File: src/rtl/sprite_scheduler_pkg.sv
// Shared definitions for the sprite scheduler and its per-sprite line drawers.
// Latency: n/a (types and constants only).
// Backpressure: n/a.
package sprite_scheduler_pkg;

    typedef enum logic [1:0] {
        IDLE  = 2'd0,
        SETUP = 2'd1,
        FETCH = 2'd2
    } state_t;

    localparam int SPRITE_H = 16;
    localparam int SPRITE_W = 16;

endpackage

File: src/rtl/sprite_line_drawer.sv
// Holds one sprite's fetched row and emits it as a 16-pixel left/right-mirrored slice.
// Latency: pixel p appears on gfx p+2 cycles after the cycle in which hstart is seen.
// Backpressure: none; hstart while drawing is ignored, a load aborts the draw.
module sprite_line_drawer
    import sprite_scheduler_pkg::*;
(
    input  logic       clk,
    input  logic       reset,
    input  logic       load,
    input  logic       load_active,
    input  logic [7:0] load_bits,
    input  logic       hstart,
    output logic       gfx
);

    logic [7:0] line_bits;
    logic       line_active;
    logic [3:0] p;
    logic       running;
    logic [2:0] col;

    // Second half of the slice walks the row backwards: 15-p == ~p[2:0] for p >= 8.
    assign col = p[3] ? ~p[2:0] : p[2:0];

    // Row latch, draw counter and registered pixel output.
    always_ff @(posedge clk or negedge reset) begin
        if (!reset) begin
            line_bits   <= 8'd0;
            line_active <= 1'b0;
            p           <= 4'd0;
            running     <= 1'b0;
            gfx         <= 1'b0;
        end else if (load) begin
            line_bits   <= load_bits;
            line_active <= load_active;
            p           <= 4'd0;
            running     <= 1'b0;
            gfx         <= 1'b0;
        end else if (running) begin
            gfx <= line_bits[col];
            p   <= p + 4'd1;
            if (p == 4'(SPRITE_W - 1)) begin
                running <= 1'b0;
            end
        end else begin
            gfx <= 1'b0;
            if (hstart && line_active) begin
                running <= 1'b1;
                p       <= 4'd0;
            end
        end
    end

endmodule

File: src/rtl/sprite_scheduler.sv
// Time-shares one 16-row bitmap ROM among NUM_SPRITES sprites: one fetch per sprite per hsync.
// Latency: rom_addr for sprite i valid 2i+2 cycles after hsync rises; busy lasts 2*NUM_SPRITES cycles.
// Backpressure: none; an hsync rise during a running fetch sequence is dropped.
module sprite_scheduler
    import sprite_scheduler_pkg::*;
#(
    parameter int NUM_SPRITES = 4
) (
    input  logic                     clk,
    input  logic                     reset,
    input  logic [8:0]               hpos,
    input  logic [8:0]               vpos,
    input  logic                     hsync,
    input  logic [8*NUM_SPRITES-1:0] sprite_x,
    input  logic [8*NUM_SPRITES-1:0] sprite_y,
    output logic [3:0]               rom_addr,
    input  logic [7:0]               rom_bits,
    output logic [NUM_SPRITES-1:0]   gfx,
    output logic                     any_gfx,
    output logic [2:0]               gfx_id,
    output logic                     busy
);

    state_t     state;
    logic [2:0] idx;
    logic       hit;
    logic       hsync_d;
    logic       rise;
    logic [8:0] dy;
    logic [7:0] y_tab [8];

    // Padded to 8 entries so a 3-bit idx always selects a defined Y.
    for (genvar g = 0; g < 8; g++) begin : gen_ytab
        if (g < NUM_SPRITES) begin : gen_used
            assign y_tab[g] = sprite_y[8*g +: 8];
        end else begin : gen_pad
            assign y_tab[g] = 8'd0;
        end
    end

    assign rise = hsync & ~hsync_d;
    // Fetch prepares the next line, so the row offset is taken against vpos+1 (mod 512).
    assign dy   = (vpos + 9'd1) - {1'b0, y_tab[idx]};
    assign busy = (state != IDLE);

    // Fetch sequencer: SETUP drives the ROM address, FETCH hands the row to drawer idx.
    always_ff @(posedge clk or negedge reset) begin
        if (!reset) begin
            state    <= IDLE;
            idx      <= 3'd0;
            rom_addr <= 4'd0;
            hit      <= 1'b0;
            hsync_d  <= 1'b0;
        end else begin
            hsync_d <= hsync;
            case (state)
                IDLE: begin
                    if (rise) begin
                        state <= SETUP;
                        idx   <= 3'd0;
                    end
                end
                SETUP: begin
                    rom_addr <= dy[3:0];
                    hit      <= (dy < 9'(SPRITE_H));
                    state    <= FETCH;
                end
                FETCH: begin
                    if (idx == 3'(NUM_SPRITES - 1)) begin
                        state <= IDLE;
                    end else begin
                        idx   <= idx + 3'd1;
                        state <= SETUP;
                    end
                end
                default: state <= IDLE;
            endcase
        end
    end

    for (genvar g = 0; g < NUM_SPRITES; g++) begin : gen_drawer
        logic load_g;
        logic hstart_g;

        assign load_g   = (state == FETCH) && (idx == 3'(g));
        assign hstart_g = (hpos == {1'b0, sprite_x[8*g +: 8]});

        sprite_line_drawer u_drawer (
            .clk         (clk),
            .reset       (reset),
            .load        (load_g),
            .load_active (hit),
            .load_bits   (rom_bits),
            .hstart      (hstart_g),
            .gfx         (gfx[g])
        );
    end

    assign any_gfx = |gfx;

    // Priority encoder: lowest-numbered visible sprite wins, 0 when nothing is drawn.
    always_comb begin
        gfx_id = 3'd0;
        for (int i = NUM_SPRITES - 1; i >= 0; i--) begin
            if (gfx[i]) begin
                gfx_id = 3'(i);
            end
        end
    end

endmodule
File: config.mk
export PLATFORM = sky130hd
export DESIGN_NAME = sprite_scheduler
export DESIGN_NICKNAME = d
export VERILOG_FILES = /design/src/rtl/sprite_scheduler_pkg.sv /design/src/rtl/sprite_line_drawer.sv /design/src/rtl/sprite_scheduler.sv
export SDC_FILE = /design/constraint.sdc
export NUM_CORES = 1
export LEC_CHECK = 0
export ABC_AREA = 1
export BUFFER_PORTS_ARGS = -buffer_cell sky130_fd_sc_hd__buf_4
export CAP_MARGIN = 40
export CORE_ASPECT_RATIO = 1.2
export CORE_MARGIN = 1.5
export CORE_UTILIZATION = 45
export CTS_CLUSTER_SIZE = 16
export DETAILED_ROUTE_END_ITERATION = 8
export GPL_TIMING_DRIVEN = 0
export PLACE_DENSITY = 0.68
export SYNTH_ARGS = -nofsm -noshare
export SYNTH_HDL_FRONTEND = slang
export SYNTH_SLANG_ARGS = --single-unit
File: constraint.sdc
create_clock -name clk -period 5.8 [get_ports clk]
set_input_delay 0.87 -clock clk [delete_from_list [all_inputs] [get_ports clk]]
set_output_delay 0.87 -clock clk [all_outputs]
set_load 0.01 [all_outputs]
==> metrics <==
Highest Clock Rate=0.339 GHz; Net Sw Power=922 µW; die width=about 98 µm; antenna cells=0; Crit Reg-Reg Endpoint=hit$_DFFE_PN0N_; largest net degree at the start of global routing=62; register bit total from synthesis=71; Async SR Flop Fraction=1.00; P_int=1.46 mW; Gate power share=0.427; Cell Pwr Density=388 mW/mm²; critical path required time=roughly 6.1 ns; Post-Synthesis Cells=674; CTS sink count=71; final setup vio count=0; clock root buffer=clkbuf_16; Row Count=41; reg2reg setup slack=2.85 ns; clock slew at reported path FFs=0.06 ns; FF-to-FF path depth=18; status=finished, final reports clean; initial antenna violation count=0; Die Footprint=around 0.011 mm²; switching share of power=0.387; sequential area share after synthesis=0.367; Max-Cap Viols=0; Final min period=approximately 3.0 ns; first-pass GRT wire length=about 21000 µm; synthesis warning total=0; post-cts sizing count=0; FF-to-FF Start=idx[0]$_DFFE_PN0P_; CTS tree=built; vias per inst=5.11; vias in the first global route=between 4000 and 5000; peak supply drop=0.264 mV; gpl congestion=0.865; Clock Skew=0.0115 ns; Ports=106; number of enable flip-flop cells after synthesis=0; fin crit share=0.509; drt pass-1 iters=4; Final Hold Fails=0; Clock Path Buffers=2; IO Port Bufs=103; grt ovf=0; core outline area=0.0105 mm²; via count=4719; Final ANT Viol Nets=0; Setup Fix Bufs, Post-CTS=0; Net Count, Synth=796; syn avg cell area=between 7 and 8 µm²; Slew Viols, Final=0; Routed wire per std cell=between 10 and 15 µm; All-Layer GR Usage=0.224; Netlist Area Pre-Place=0.00484 mm²; hpwl dp=9560 µm; P&R area growth vs syn=26.7%; Post-synth top flop=dfrtp_1; part of the power in registers=0.320; CTS Buf Count=9; Crit. End Element=register; hold_buf cts=0; Yosys cell types=35; RSZ-0062 raised after global routing=false; chip height=117 µm; crit path kind=reg2reg; Worst Hold Slack=a little under 0.4 ns; Hold Crit Class=in2async; crit path max fanout=11; Post-route DRC=0; Leak Pwr=3.38 nW; clock share of power=0.253; Setup TNS=0 ns; Clock H-tree levels=3; Power Total=roughly 2.4 mW; total wire length=12300 µm; layout cells sized above 1=0.222; Worst-Skew Late Latency=around 0.33 ns; Critical Path Start Type=register; Initial DRC Count=292; crit path DAT=3.22 ns; initial core utilization=0.460; nets=911
==> cells in the mapped netlist, types with 5 or more instances <==
cell type | instances | area, µm²
nor2_1 | 48 | 180
buf_2 | 5 | 25.0
o21ai_1 | 12 | 60.1
nand3_1 | 31 | 155
o22ai_1 | 8 | 50.1
buf_4 | 7 | 52.6
nand2_2 | 9 | 56.3
xnor2_1 | 12 | 105
dfrtp_1 | 71 | 1780
o21ai_0 | 49 | 245
ha_1 | 28 | 350
inv_1 | 71 | 267
nand4_1 | 20 | 125
xor2_1 | 5 | 43.8
nand2_1 | 236 | 886
or2_1 | 7 | 43.8
inv_2 | 12 | 45.0
a21oi_1 | 9 | 45.0
==> critical path: stages, from the launching register on <==
cell      delay, ns
dfrtp_1        0.37
buf_4          0.17
clkinv_1       0.20
buf_4          0.25
o21ai_0        0.17
a21oi_1        0.13
ha_1           0.29
inv_1          0.03
ha_1           0.23
fa_1           0.39
nand2_1        0.11
nand2_1        0.09
nand3_1        0.10
nand2_1        0.06
nand2_1        0.05
nand2_1        0.05
nor2_1         0.11
nand2_1        0.06
nand2_1        0.05
==> cells by family (layout without fill, tap and decap cells) <==
family	after synthesis	count (layout)	synth area share
flip-flops	71	71	0.367
XOR/XNOR	17	17	0.0308
AO/OA/AOI/OAI	89	89	0.106
buffers and inverters	104	224	0.0951
AND/OR/NAND/NOR	363	363	0.323
adder cells (fa/ha/maj)	29	29	0.0765
other	1	1	0.000775
==> stage by stage <==
step / area (µm²) / cells / util / setup WS, ns
final: 6130 / 923 / 0.583 / 2.85
after global routing: 6130 / 923 / 0.583 / 2.58
after CTS: 6130 / 923 / 0.583 / 2.84
after detailed placement: 5800 / 907 / 0.552 / 2.77
after global placement: 5770 / 906 / 0.549 / 2.82
after floorplan: 4840 / 674 / - / 3.16
==> sequential cells by signal (all words and copies together) (netlist names) <==
| signal | count |
|---|---|
| gen_drawer.u_drawer.gfx | 4 |
| hsync_d | 1 |
| gen_drawer.u_drawer.running | 4 |
| rom_addr | 4 |
| gen_drawer.u_drawer.line_active | 4 |
| idx | 3 |
| state | 2 |
| hit | 1 |
| gen_drawer.u_drawer.line_bits | 32 |
| gen_drawer.u_drawer.p | 16 |
==> power by group through the flow <==
stage          clock network, mW  logic [mW]  registers (mW)
5_1_grt                    0.641        1.17           0.780
4_1_cts                    0.616        1.03           0.759
3_3_place_gp                   0       0.975           0.762
2_1_floorplan                  0       0.733           0.745
3_5_place_dp                   0        1.02           0.764
6_report                   0.603        1.02           0.761
==> layout make-up <==
cell class	count	area (µm²)
Multi-Input combinational cell	499	2600
Clock inverter	6	92.6
Timing Repair Buffer	104	801
Clock buffer	10	239
Inverter	86	328
Tap cell	129	161
Fill cell	946	4380
Buffer	18	133
Sequential cell	71	1780
==> cells in the final DEF, fill, tap and decap left out, drive strengths merged, types with 7 or more instances in the layout <==
cell    netlist  routed
a21oi        12      12
buf          16     120
clkbuf        2      12
dfrtp        71      71
ha           28      28
inv          84      85
nand2       246     246
nand3        35      35
nand4        20      20
nor2         52      52
o21ai        61      61
o22ai         8       8
or2           7       7
xnor2        12      12
==> routing by layer <==
| metal | vias to the layer above | track usage | wire, µm |
|---|---|---|---|
| met1 | 2165 | 0.251 | 5020 |
| met5 | - | 0 | 0 |
| met4 | 0 | 0.100 | 297 |
| met2 | 159 | 0.414 | 6230 |
| li1 | 2375 | - | - |
| met3 | 20 | 0.0443 | 760 |
==> worst max path at each step <==
| stage | slack (ns) | startpoint | endpoint |
|---|---|---|---|
| after global placement | 2.82 | sprite_y[17] | hit$_DFFE_PN0N_ |
| after CTS | 2.84 | idx[0]$_DFFE_PN0P_ | hit$_DFFE_PN0N_ |
| final | 2.85 | idx[0]$_DFFE_PN0P_ | hit$_DFFE_PN0N_ |
| after detailed placement | 2.77 | sprite_y[17] | hit$_DFFE_PN0N_ |
| after global routing | 2.58 | idx[0]$_DFFE_PN0P_ | hit$_DFFE_PN0N_ |
| after floorplan | 3.16 | sprite_y[17] | hit$_DFFE_PN0N_ |
Note: power is estimated with default switching activity, not from simulation.
